$ cat config.mk
export PLATFORM = sky130hd
export DESIGN_NAME = rr_select_arbiter_flat
export DESIGN_NICKNAME = d
export VERILOG_FILES = /design/src/rtl/rr_select_pkg.sv /design/src/rtl/rr_select_arbiter_if.sv /design/src/rtl/rr_priority_pick.sv /design/src/rtl/rr_select_arbiter.sv /design/src/flat_wrapper.sv
export SDC_FILE = /design/constraint.sdc
export NUM_CORES = 1
export LEC_CHECK = 0
export CAP_MARGIN = 20
export CORE_UTILIZATION = 48
export DETAILED_ROUTE_END_ITERATION = 10
export PLACE_DENSITY = 0.79
export RECOVER_POWER = 25
export SLEW_MARGIN = 20
export SYNTH_ARGS = -nofsm -noshare
export SYNTH_HDL_FRONTEND = slang
export SYNTH_SLANG_ARGS = --single-unit
$ cat constraint.sdc
create_clock -name clk -period 3.95 [get_ports clk]
set_clock_uncertainty 0.1 [all_clocks]
set_input_delay 0.395 -clock clk [delete_from_list [all_inputs] [get_ports clk]]
set_output_delay 0.395 -clock clk [all_outputs]
set_load 0.03 [all_outputs]
$ cat src/rtl/rr_select_pkg.sv
// rtl/rr_select_pkg.sv - shared types and constants for the round-robin select arbiter
package rr_select_pkg;

    // Two-state grant FSM: nothing offered, or a grant held until accepted
    typedef enum logic [0:0] {
        IDLE  = 1'b0,
        GRANT = 1'b1
    } rr_state_e;

    // Width of the saturating accepted-grant counter
    localparam int GRANT_CNT_W = 8;
    localparam logic [GRANT_CNT_W-1:0] GRANT_CNT_MAX = {GRANT_CNT_W{1'b1}};

endpackage

$ cat src/rtl/rr_select_arbiter_if.sv
// rtl/rr_select_arbiter_if.sv - request/grant bundle between requesters, arbiter and decoder
interface rr_select_arbiter_if
    import rr_select_pkg::*;
#(
    parameter int m = 3,
    parameter int n = 2 ** m
);
    logic [n-1:0]           req;
    logic                   lock;
    logic                   send_val;
    logic [m-1:0]           send_idx;
    logic                   send_rdy;
    logic [GRANT_CNT_W-1:0] grant_cnt;

    // Arbiter side: consumes requests and the accept, produces the grant
    modport slave (
        input  req,
        input  lock,
        input  send_rdy,
        output send_val,
        output send_idx,
        output grant_cnt
    );

    // Environment side: drives requests and accepts grants
    modport master (
        output req,
        output lock,
        output send_rdy,
        input  send_val,
        input  send_idx,
        input  grant_cnt
    );
endinterface

$ cat src/rtl/rr_priority_pick.sv
// rtl/rr_priority_pick.sv - combinational round-robin pick: rotate, find-first, unrotate
module rr_priority_pick #(
    parameter int m = 3,
    parameter int n = 2 ** m
) (
    input  logic [n-1:0] req_i,
    input  logic [m-1:0] ptr_i,
    output logic         any_o,
    output logic [m-1:0] winner_o
);
    logic [2*n-1:0] doubled;
    logic [n-1:0]   rotated;
    logic [m-1:0]   offset;

    // Rotate so ptr sits at bit 0, take the lowest set bit, then add ptr back
    always_comb begin
        any_o   = |req_i;
        doubled = {req_i, req_i} >> ptr_i;
        rotated = doubled[n-1:0];
        offset  = '0;
        for (int i = n - 1; i >= 0; i--) begin
            if (rotated[i]) begin
                offset = i[m-1:0];
            end
        end
        // m-bit add wraps modulo n because n == 2**m
        winner_o = ptr_i + offset;
    end
endmodule

$ cat src/rtl/rr_select_arbiter.sv
// rtl/rr_select_arbiter.sv - round-robin arbiter holding a registered grant under val/rdy
module rr_select_arbiter
    import rr_select_pkg::*;
#(
    parameter int m = 3,
    parameter int n = 2 ** m
) (
    input  logic               clk,
    input  logic               reset,
    rr_select_arbiter_if.slave bus
);
    rr_state_e              state_q, state_d;
    logic [m-1:0]           ptr_q, ptr_d;
    logic [m-1:0]           idx_q, idx_d;
    logic [GRANT_CNT_W-1:0] cnt_q, cnt_d;

    logic                   accept;
    logic [m-1:0]           ptr_eff;
    logic                   any;
    logic [m-1:0]           winner;

    // On accept the pointer moves first so the back-to-back pick uses it this cycle
    always_comb begin
        accept  = (state_q == GRANT) && bus.send_rdy;
        ptr_eff = ptr_q;
        if (accept) begin
            ptr_eff = bus.lock ? idx_q : idx_q + 1'b1;
        end
    end

    rr_priority_pick #(
        .m (m),
        .n (n)
    ) u_pick (
        .req_i    (bus.req),
        .ptr_i    (ptr_eff),
        .any_o    (any),
        .winner_o (winner)
    );

    // Next-state: load a winner from IDLE, hold in GRANT until accepted
    always_comb begin
        state_d = state_q;
        ptr_d   = ptr_q;
        idx_d   = idx_q;
        cnt_d   = cnt_q;
        case (state_q)
            IDLE: begin
                if (any) begin
                    idx_d   = winner;
                    state_d = GRANT;
                end
            end
            GRANT: begin
                if (accept) begin
                    ptr_d = ptr_eff;
                    if (cnt_q != GRANT_CNT_MAX) begin
                        cnt_d = cnt_q + 1'b1;
                    end
                    if (any) begin
                        idx_d = winner;
                    end else begin
                        state_d = IDLE;
                    end
                end
            end
            default: state_d = IDLE;
        endcase
    end

    // State registers; reset drops any outstanding grant immediately
    always_ff @(posedge clk or posedge reset) begin
        if (reset) begin
            state_q <= IDLE;
            ptr_q   <= '0;
            idx_q   <= '0;
            cnt_q   <= '0;
        end else begin
            state_q <= state_d;
            ptr_q   <= ptr_d;
            idx_q   <= idx_d;
            cnt_q   <= cnt_d;
        end
    end

    assign bus.send_val  = (state_q == GRANT);
    assign bus.send_idx  = idx_q;
    assign bus.grant_cnt = cnt_q;
endmodule

$ cat src/flat_wrapper.sv
// flat-port wrapper written by rule: the top's interface ports become plain ports
module rr_select_arbiter_flat import rr_select_pkg::*;
#(
    parameter int m = 3,
    parameter int n = 2 ** m
)
  (clk, reset, bus_req, bus_lock, bus_send_rdy, bus_send_val, bus_send_idx, bus_grant_cnt);
  rr_select_arbiter_if #(.m(m), .n(n)) bus_i ();
  input  logic clk;
  input  logic reset;
  input wire logic [$bits(bus_i.req)-1:0] bus_req;
  input wire logic [$bits(bus_i.lock)-1:0] bus_lock;
  input wire logic [$bits(bus_i.send_rdy)-1:0] bus_send_rdy;
  output wire logic [$bits(bus_i.send_val)-1:0] bus_send_val;
  output wire logic [$bits(bus_i.send_idx)-1:0] bus_send_idx;
  output wire logic [$bits(bus_i.grant_cnt)-1:0] bus_grant_cnt;
  assign bus_i.req = bus_req;
  assign bus_i.lock = bus_lock;
  assign bus_i.send_rdy = bus_send_rdy;
  assign bus_send_val = bus_i.send_val;
  assign bus_send_idx = bus_i.send_idx;
  assign bus_grant_cnt = bus_i.grant_cnt;
  rr_select_arbiter #(.m(m), .n(n)) u_core (.clk(clk), .reset(reset), .bus(bus_i));
endmodule
-- Yosys cells after proc, flatten, opt, wreduce, memory -nomap -nowiden
Index checks and enable logic that the tools add are counted.
- logic and storage cells: 31
- output and inout port bits: 12
- register bits: 15
- bits of input ports: 12
- reductions and logical operators: 4
- bitwise logic cells: 1
- shifts and indexed selects: 1
- equality and inequality tests: 2
- multiplexer cells: 16
- add/sub/neg operators: 3
- operators by type and width (kind ; number):
    3-bit two-way mux ; 12
    16-bit by 3-bit >> shifter with 8-bit output ; 1
    8-bit by 1-bit adder with 8-bit output (second input constant) ; 1
    8-bit inequality test (second input constant) ; 1
    8-bit OR reduction ; 1
    3-bit case mux with 2 select lines ; 1
    3-bit by 1-bit adder with 3-bit output (second input constant) ; 1
    3-bit adder ; 1
    3-bit AND reduction ; 1
    1-bit two-way mux ; 2
    2-bit inequality test (second input constant) ; 1
    1-bit case mux with 2 select lines ; 1
    2-bit AND reduction ; 1
    1-bit logical AND ; 1
    1-bit inverter ; 1

-- Logic depth before layout (Yosys ltp)
Gate-level depths: netlist of the first run.
- word-level depth: 16
- mapped depth: 16
- mapped depth without buffers: 15

-- Hierarchy
From an unflattened synthesis of the first run, not the netlist that was laid out.
- cell total of the unflattened synthesis: 113
- area total of the unflattened synthesis: 1263.7 um^2
- modules (own cells, without submodules) (module ; seq. area each (um^2) ; cells each ; instances ; area each (um^2)):
    rr_select_arbiter ; 375.4 ; 63 ; 1 ; 744.5
    rr_priority_pick ; 0.0 ; 50 ; 1 ; 519.2

-- Worst setup path after synthesis of the first run
No wires, ideal clock.
- kind: register to register
- start point: register u_core.idx_q[1] (netlist: u_core.bus.send_idx[1])
- end point: register u_core.idx_q[2] (netlist: u_core.bus.send_idx[2])
- buffers on the path: 0
- arrival time: 3.427 ns
- clock period less this slack: 3.613 ns
- stages on the path, launching flop included: 15
- required time: 3.764 ns
- library setup time: 0.086 ns
- path slack: 0.337 ns
- cell sequence: dfrtp_1 -> ha_1 -> mux2i_2 -> o21ai_4 -> mux4_1 -> mux2i_1 -> nor2b_1 -> o2111ai_1 -> a31oi_1 -> ha_1 -> fa_1 -> xnor2_1 -> nor3b_1 -> o2111ai_1 -> o221ai_2
- word-level cells in the longest chain between the ends: 16
- ends and longest elaborated chain (item ; RTL line ; RTL):
    from (decl) ; rr_select_arbiter.sv:14 ; logic [m-1:0] idx_q, idx_d;
    from (signal assigned) ; rr_select_arbiter.sv:81 ; idx_q <= idx_d;
    3-bit by 1-bit adder with 3-bit output ; rr_select_arbiter.sv:27 ; ptr_eff = bus.lock ? idx_q : idx_q + 1'b1;
    3-bit two-way mux (*) ; rr_select_arbiter.sv:27 ;
    3-bit two-way mux (*) ; rr_select_arbiter.sv:26 ; if (accept) begin
    via u_core.ptr_eff[1] ; rr_select_arbiter.sv:18 ; logic [m-1:0] ptr_eff;
    16-bit by 3-bit >> shifter with 8-bit output ; rr_priority_pick.sv:18 ; doubled = {req_i, req_i} >> ptr_i;
    3-bit two-way mux (8 in a row) ; rr_priority_pick.sv:22 ; if (rotated[i]) begin
    3-bit adder (*) ; rr_priority_pick.sv:27 ; winner_o = ptr_i + offset;
    3-bit two-way mux (*) ; rr_select_arbiter.sv:49, rr_select_arbiter.sv:60 ;
    3-bit two-way mux ; rr_select_arbiter.sv:55 ; if (accept) begin
    3-bit case mux with 2 select lines (*) ; rr_select_arbiter.sv:47 ; case (state_q)
The timed path passes the listed nets; every way through them passes the cells marked *. The select of a mux whose other input is x is not followed.
A chain may end at the register's enable or synchronous reset.

-- Final worst setup path of the first run
Same ends and word-level chain as after synthesis.

==> results of run 1 <==
-- synthesized netlist by cell type, types with 2 or more instances --
cell,count,area (um2)
a31oi_1,2,12.5
and2_1,2,12.5
and3_1,6,37.5
buf_2,2,10.0
dfrtp_1,15,375
ha_1,3,37.5
inv_1,6,22.5
inv_2,2,7.51
mux2_2,4,45.0
mux2i_1,5,50.1
mux4_1,4,105
nand2_1,9,33.8
nand2b_1,3,18.8
nand3_1,6,30.0
nand4_1,3,18.8
nor2b_1,3,18.8
o2111ai_1,2,17.5
o211ai_1,10,75.1
or4_1,2,15.0
xnor2_1,9,78.8
-- power groups by stage --
stage                     Sequential [mW]  Clock (mW)  Combinational (mW)
final                               0.285      0.0867               0.911
after CTS                           0.286      0.0911               0.907
after detailed placement            0.288           0               0.904
after global placement              0.283           0               0.873
after floorplan                     0.373           0               0.565
after global routing                0.295      0.0988               0.991
-- how the worst max path moves through the flow --
stage / endpoint / slack (ns) / cells past startpoint
5_1_grt: u_core.bus.send_idx[2] / 0.01 / 14
4_1_cts: u_core.bus.send_idx[2] / 0.25 / 14
3_5_place_dp: u_core.bus.send_idx[2] / 0.0003 / 14
6_report: u_core.bus.send_idx[2] / 0.25 / 14
3_3_place_gp: u_core.bus.send_idx[2] / 0.15 / 12
2_1_floorplan: u_core.bus.send_idx[2] / 0.34 / 14
-- metal layers --
layer	vias to the layer above	wire length (um)
met1	517	1280
met4	0	0
li1	505	-
met5	-	0
met3	0	169
met2	34	1270
-- cells in the final DEF, fill, tap and decap left out, types with 2 or more instances in the layout --
| cell | netlist | layout |
|---|---|---|
| and2_1 | 2 | 2 |
| clkdlybuf4s50_1 | 0 | 22 |
| dfrtp_1 | 15 | 15 |
| buf_4 | 0 | 2 |
| mux2i_1 | 5 | 4 |
| nor2b_1 | 3 | 3 |
| ha_1 | 3 | 3 |
| nand2_1 | 9 | 9 |
| o211ai_1 | 10 | 10 |
| nand2b_1 | 3 | 3 |
| a31oi_1 | 2 | 2 |
| nand4_1 | 3 | 3 |
| or4_1 | 2 | 2 |
| o2111ai_1 | 2 | 2 |
| xnor2_1 | 9 | 9 |
| inv_1 | 6 | 6 |
| and3_1 | 6 | 6 |
| mux4_1 | 4 | 4 |
| mux2i_2 | 1 | 2 |
| nand3_1 | 6 | 6 |
| clkbuf_4 | 0 | 3 |
| inv_2 | 2 | 2 |
| mux2_2 | 4 | 4 |
-- final cells by class --
type	instances	area, um2	area share, %
clock buffers	4	26.3	1.72
inverters	8	30.0	1.97
multi-input cells	93	815	53.4
flip-flops and latches	15	375	24.6
well taps	28	35.0	2.30
repair buffers	25	245	16.1
-- repair_timing --
item                       CTS  global route
setup buffers                0             0
resized for setup            0             1
setup endpoints to repair    0             1
-- metrics by stage --
stage | util [%] | total power, mW
2_1_floorplan | - | 0.938
3_3_place_gp | 64.5 | 1.16
3_5_place_dp | 64.5 | 1.19
4_1_cts | 65.7 | 1.28
5_1_grt | 65.8 | 1.38
6_report | 65.8 | 1.28
-- logic make-up (layout without fill, tap and decap cells) --
family / count (synthesis) / in the layout / share of synthesized area (%)
simple gates: 38 / 38 / 17.0
compound gates: 26 / 26 / 18.0
mux: 15 / 15 / 19.3
flops: 15 / 15 / 30.6
xor+xnor: 10 / 10 / 7.14
buf+inv: 10 / 37 / 3.27
fa+ha+maj: 4 / 4 / 4.69
-- flip-flops by register name, summed over array words and instances, names as in the netlist --
name and count:
u_core.bus.grant_cnt 8, u_core.ptr_q 3, u_core.bus.send_idx 3, u_core.bus.send_val 1
==> flow_summary.json, run 1 <==
{
  "syn_avg_cell_area_um2": 10.4,
  "clkPwrFrac_pct": 6.8,
  "crit_path_top_delay_cell": "mux4_1",
  "p_int_mw": 0.677,
  "hold_slack_ns": 0.408,
  "p_switching_mw": 0.605,
  "hold_depth": 1,
  "grtUsageTotal_pct": 22.9,
  "hold_buffers": 0,
  "worst_ep_required_time_ns": 4.05,
  "synth_cells": 118,
  "die_w_um": 52.5,
  "clkSlewWorstSetupHoldPaths_ns": 0.08,
  "slew_headroom_pct": 63.4,
  "cts_root_buf": "clkbuf_4",
  "ys_ff_latch": 15,
  "cts_tree": "yes",
  "final_nets": 162,
  "area_delta_synth_final_pct": 24.5,
  "stdcell_area_um2": 1530,
  "synth_fp_nets": 134,
  "hp-start": "u_core.bus.grant_cnt[4]",
  "htree_levels": 1,
  "synth_ff_type": "dfrtp_1",
  "drtPass1Iterations": 4,
  "die_h_um": 52.5,
  "rows": 17,
  "grt_remaining_overflow": 0,
  "wl_per_cell_um": 15.7,
  "cp.arrival_ns": 3.80,
  "worstSkewPairLatency_ns": 0.28,
  "synth_cell_type_count": 40,
  "place_congestion": 0.863,
  "cts_max_path_buffers": 2,
  "route.detailed.drc": 0,
  "fin_setup_tns_ns": 0,
  "grt_max_degree": 16,
  "p_seq_share_pct": 22.2,
  "drt_iter0_markers": 48,
  "max_slew.worst_pin.slew_ns": 0.549,
  "place_area_um2": 1500,
  "critPathMaxStageDelay_ns": 0.65,
  "path_class": "reg -> reg",
  "synth_edf_count": 0,
  "antenna_left": 0,
  "num_vias": 1056,
  "synthArstFlopShare_pct": 100,
  "port_buffers": 23,
  "p_comb_share_pct": 71.0,
  "syn-cell-area_um2": 1230,
  "drv_slew": 0,
  "fillCellCount": 169,
  "cp_top_family": "multiplexers",
  "maxCapViolCount": 0,
  "status": "completed",
  "post-route-period-util_pct": 93.6,
  "path_buf_inv": 0,
  "final_cells": 173,
  "max_freq_ghz": 0.270,
  "grt-busiest-layer": "met2",
  "timing.rr.end": "u_core.bus.send_idx[2]",
  "layout_setup_ws_ns": 0.253,
  "numCtsBuffers": 3,
  "rsz0062_at_grt": "false",
  "grt_pass1_wl_um": 4610,
  "ys_warn_count": 0,
  "p_leak_nw": 0.634,
  "antenna_cells": 0,
  "ir_drop_mv": 0.616,
  "place_hpwl_um": 2220,
  "post_drt_via_cell_ratio": 6.10,
  "first_global_vias": 1023,
  "post-route-min-period_ns": 3.70,
  "r2r_cells": 14,
  "ios": 24,
  "critical_path.startpoint": "u_core.bus.send_idx[1]",
  "use_met2_pct": 36.9,
  "hold_viol": 0,
  "swShare_pct": 47.2,
  "fp.dieArea_um2": 2760,
  "core_um2": 2320,
  "synth-seq-area-share_pct": 30.6,
  "crit_path_max_fanout": 6,
  "r2r_setup_slack_ns": 0.25,
  "grt_use_met3_pct": 5.80,
  "pre_cts_slack_ns": 0.000306,
  "r2r-start": "u_core.bus.send_idx[1]",
  "start_util_pct": 52.9,
  "end_kind": "register",
  "routed_wl_um": 2710,
  "antenna_found_initial": 0,
  "cts_sinks": 15,
  "path_cells": "ha_1 > mux2i_2 > o21ai_4 > mux4_1 > mux2i_2 > nor2b_1 > o2111ai_1 > a31oi_1 > ha_1 > fa_1 > xnor2_1 > nor3b_1 > o2111ai_1 > o221ai_2",
  "setup_viol": 0,
  "hold_class": "reg -> reg",
  "drive_above_1_share_pct": 13.8,
  "use_met1_pct": 31.6,
  "whs_endpoint": "u_core.bus.grant_cnt[4]",
  "powerDensity_nw_per_um2": 840,
  "critPathLaunchType": "register",
  "placed_cells": 169
}
No activity file was read; power rests on OpenSTA's default activity.
==> run 2, diff against run 1 <==
Settings changed: SKIP_CTS_REPAIR_TIMING set to 1.
Clock period 3.95 ns to 3.69 ns, I/O delays scaled along.
==> flow_summary.json, run 2 (synthesized netlist as in run 1, its figures left out) <==
{
  "critPathLaunchType": "register",
  "p_seq_share_pct": 19.5,
  "die_h_um": 52.5,
  "place_congestion": 0.926,
  "drv_slew": 0,
  "rows": 17,
  "final_nets": 177,
  "powerDensity_nw_per_um2": 945,
  "max_slew.worst_pin.slew_ns": 0.566,
  "p_comb_share_pct": 74.5,
  "grt_max_degree": 16,
  "regArea_um2": 377,
  "slew_headroom_pct": 62.1,
  "start_util_pct": 52.9,
  "post-route-period-util_pct": 96.1,
  "port_buffers": 23,
  "numCtsBuffers": 3,
  "first_global_vias": 1060,
  "critPathMaxStageDelay_ns": 0.54,
  "post-route-min-period_ns": 3.54,
  "largest_reg_flops": 8,
  "num_vias": 1149,
  "post_drt_via_cell_ratio": 6.11,
  "route.detailed.drc": 0,
  "drive_above_1_share_pct": 25.0,
  "multi_input_area_um2": 818,
  "cts_root_buf": "clkbuf_4",
  "power.total_mw": 1.55,
  "max_freq_ghz": 0.282,
  "drtPass1Iterations": 4,
  "crit_path_max_fanout": 4,
  "hold_viol": 0,
  "swShare_pct": 44.8,
  "drt_iter0_markers": 43,
  "die_w_um": 52.5,
  "path_cells": "ha_1 > mux2i_2 > o21ai_4 > mux4_2 > mux2i_1 > nor2b_1 > o2111ai_1 > a31oi_1 > ha_1 > fa_2 > xnor2_2 > nor3b_2 > o2111ai_1 > o221ai_2",
  "place_hpwl_um": 2400,
  "p_switching_mw": 0.697,
  "p_leak_nw": 0.705,
  "p_int_mw": 0.858,
  "cts_max_path_buffers": 2,
  "clkSlewWorstSetupHoldPaths_ns": 0.09,
  "setup_viol": 0,
  "worst_ep_required_time_ns": 3.76,
  "post-route-util_pct": 70.9,
  "worstSkewPairLatency_ns": 0.29,
  "status": "completed",
  "wl_per_cell_um": 16.0,
  "ir_drop_mv": 0.645,
  "crit_path_top_delay_cell": "mux4_2",
  "core_um2": 2320,
  "antenna_left": 0,
  "path_class": "reg -> reg",
  "cts_tree": "yes",
  "ios": 24,
  "cts_sinks": 15,
  "cp.arrival_ns": 3.61,
  "grtUsageTotal_pct": 25.0,
  "fin_setup_tns_ns": 0,
  "final_common_cell": "clkdlybuf4s50_1",
  "maxCapViolCount": 0,
  "grt_pass1_wl_um": 4830,
  "antenna_found_initial": 0,
  "layout_common_cells": "22 x clkdlybuf4s50_1, 17 x buf_4, 14 x dfrtp_1, 10 x o211ai_1, 9 x nand2_1",
  "area_delta_synth_final_pct": 34.1,
  "final_cells": 188,
  "routed_wl_um": 3010,
  "antenna_cells": 0,
  "fp.dieArea_um2": 2760,
  "clkPwrFrac_pct": 6.0,
  "end_kind": "register",
  "fillCellCount": 168,
  "hold_class": "reg -> reg",
  "grt_remaining_overflow": 0,
  "placed_cells": 180,
  "htree_levels": 1
}
==> run 2: cell type report <==
class | count | area share (%)
Multi-Input combinational cell | 93 | 49.8
Sequential cell | 15 | 22.9
Timing Repair Buffer | 40 | 21.8
Tap cell | 28 | 2.13
Inverter | 8 | 1.83
Clock buffer | 4 | 1.60
==> run 2: power by group through the flow <==
| stage | clock, mW | combinational [mW] | sequential (mW) |
|---|---|---|---|
| 3_3_place_gp | 0 | 1.03 | 0.303 |
| 6_report | 0.0928 | 1.16 | 0.303 |
| 3_5_place_dp | 0 | 1.08 | 0.309 |
| 5_1_grt | 0.102 | 1.26 | 0.313 |
| 4_1_cts | 0.0947 | 1.09 | 0.307 |
| 2_1_floorplan | 0 | 0.605 | 0.399 |
==> run 2: critical path: cells and delay by family, from the launching register on <==
kind | cells | cell delay [ns]
adders and majority gates | 3 | 0.91
xor gates and xnor gates | 1 | 0.20
AOI/OAI and AO/OA | 5 | 0.78
DFF | 1 | 0.43
muxes | 3 | 0.86
and+or+nand+nor | 2 | 0.13
==> run 2: per-layer routing <==
layer	share of wire (%)	up-vias	wire [um]	GRT usage, %
met3	6.7	2	202	6.67
met4	0.33	0	10	4.39
met1	46	563	1380	35.1
met2	47	45	1420	38.8
li1	-	539	-	-
met5	0	-	0	0
==> run 2: stage by stage <==
step / setup WS, ns / area [um2] / hold WS (ns)
after floorplan: 0.0771 / 1230 / 0.170
after global placement: -0.00883 / 1580 / 0.379
after detailed placement: -0.143 / 1580 / 0.386
after CTS: 0.0407 / 1610 / 0.334
after global routing: -0.0312 / 1640 / 0.423
final: 0.145 / 1640 / 0.394
==> run 2: worst paths after layout <==
| check | slack (ns) | depth (start not counted) | start | endpoint |
|---|---|---|---|---|
| worst max-delay path | 0.15 | 14 | u_core.bus.send_idx[0] | u_core.bus.send_idx[2] |
| worst max register to register | 0.15 | 14 | u_core.bus.send_idx[0] | u_core.bus.send_idx[2] |
| max in group asynchronous | 2.66 | 2 | reset | u_core.bus.send_idx[1] |
| worst min-delay path | 0.39 | 1 | u_core.bus.grant_cnt[6] | u_core.bus.grant_cnt[6] |
| worst min register to register | 0.39 | 1 | u_core.bus.grant_cnt[6] | u_core.bus.grant_cnt[6] |
| min in group asynchronous | 0.45 | 2 | reset | u_core.bus.send_idx[0] |
==> run 3, diff against run 2 <==
Settings changed: CAP_MARGIN 20 to unset.
==> results of run 3 <==
No change in the layout: final DEF, timing and power equal those of run 2.
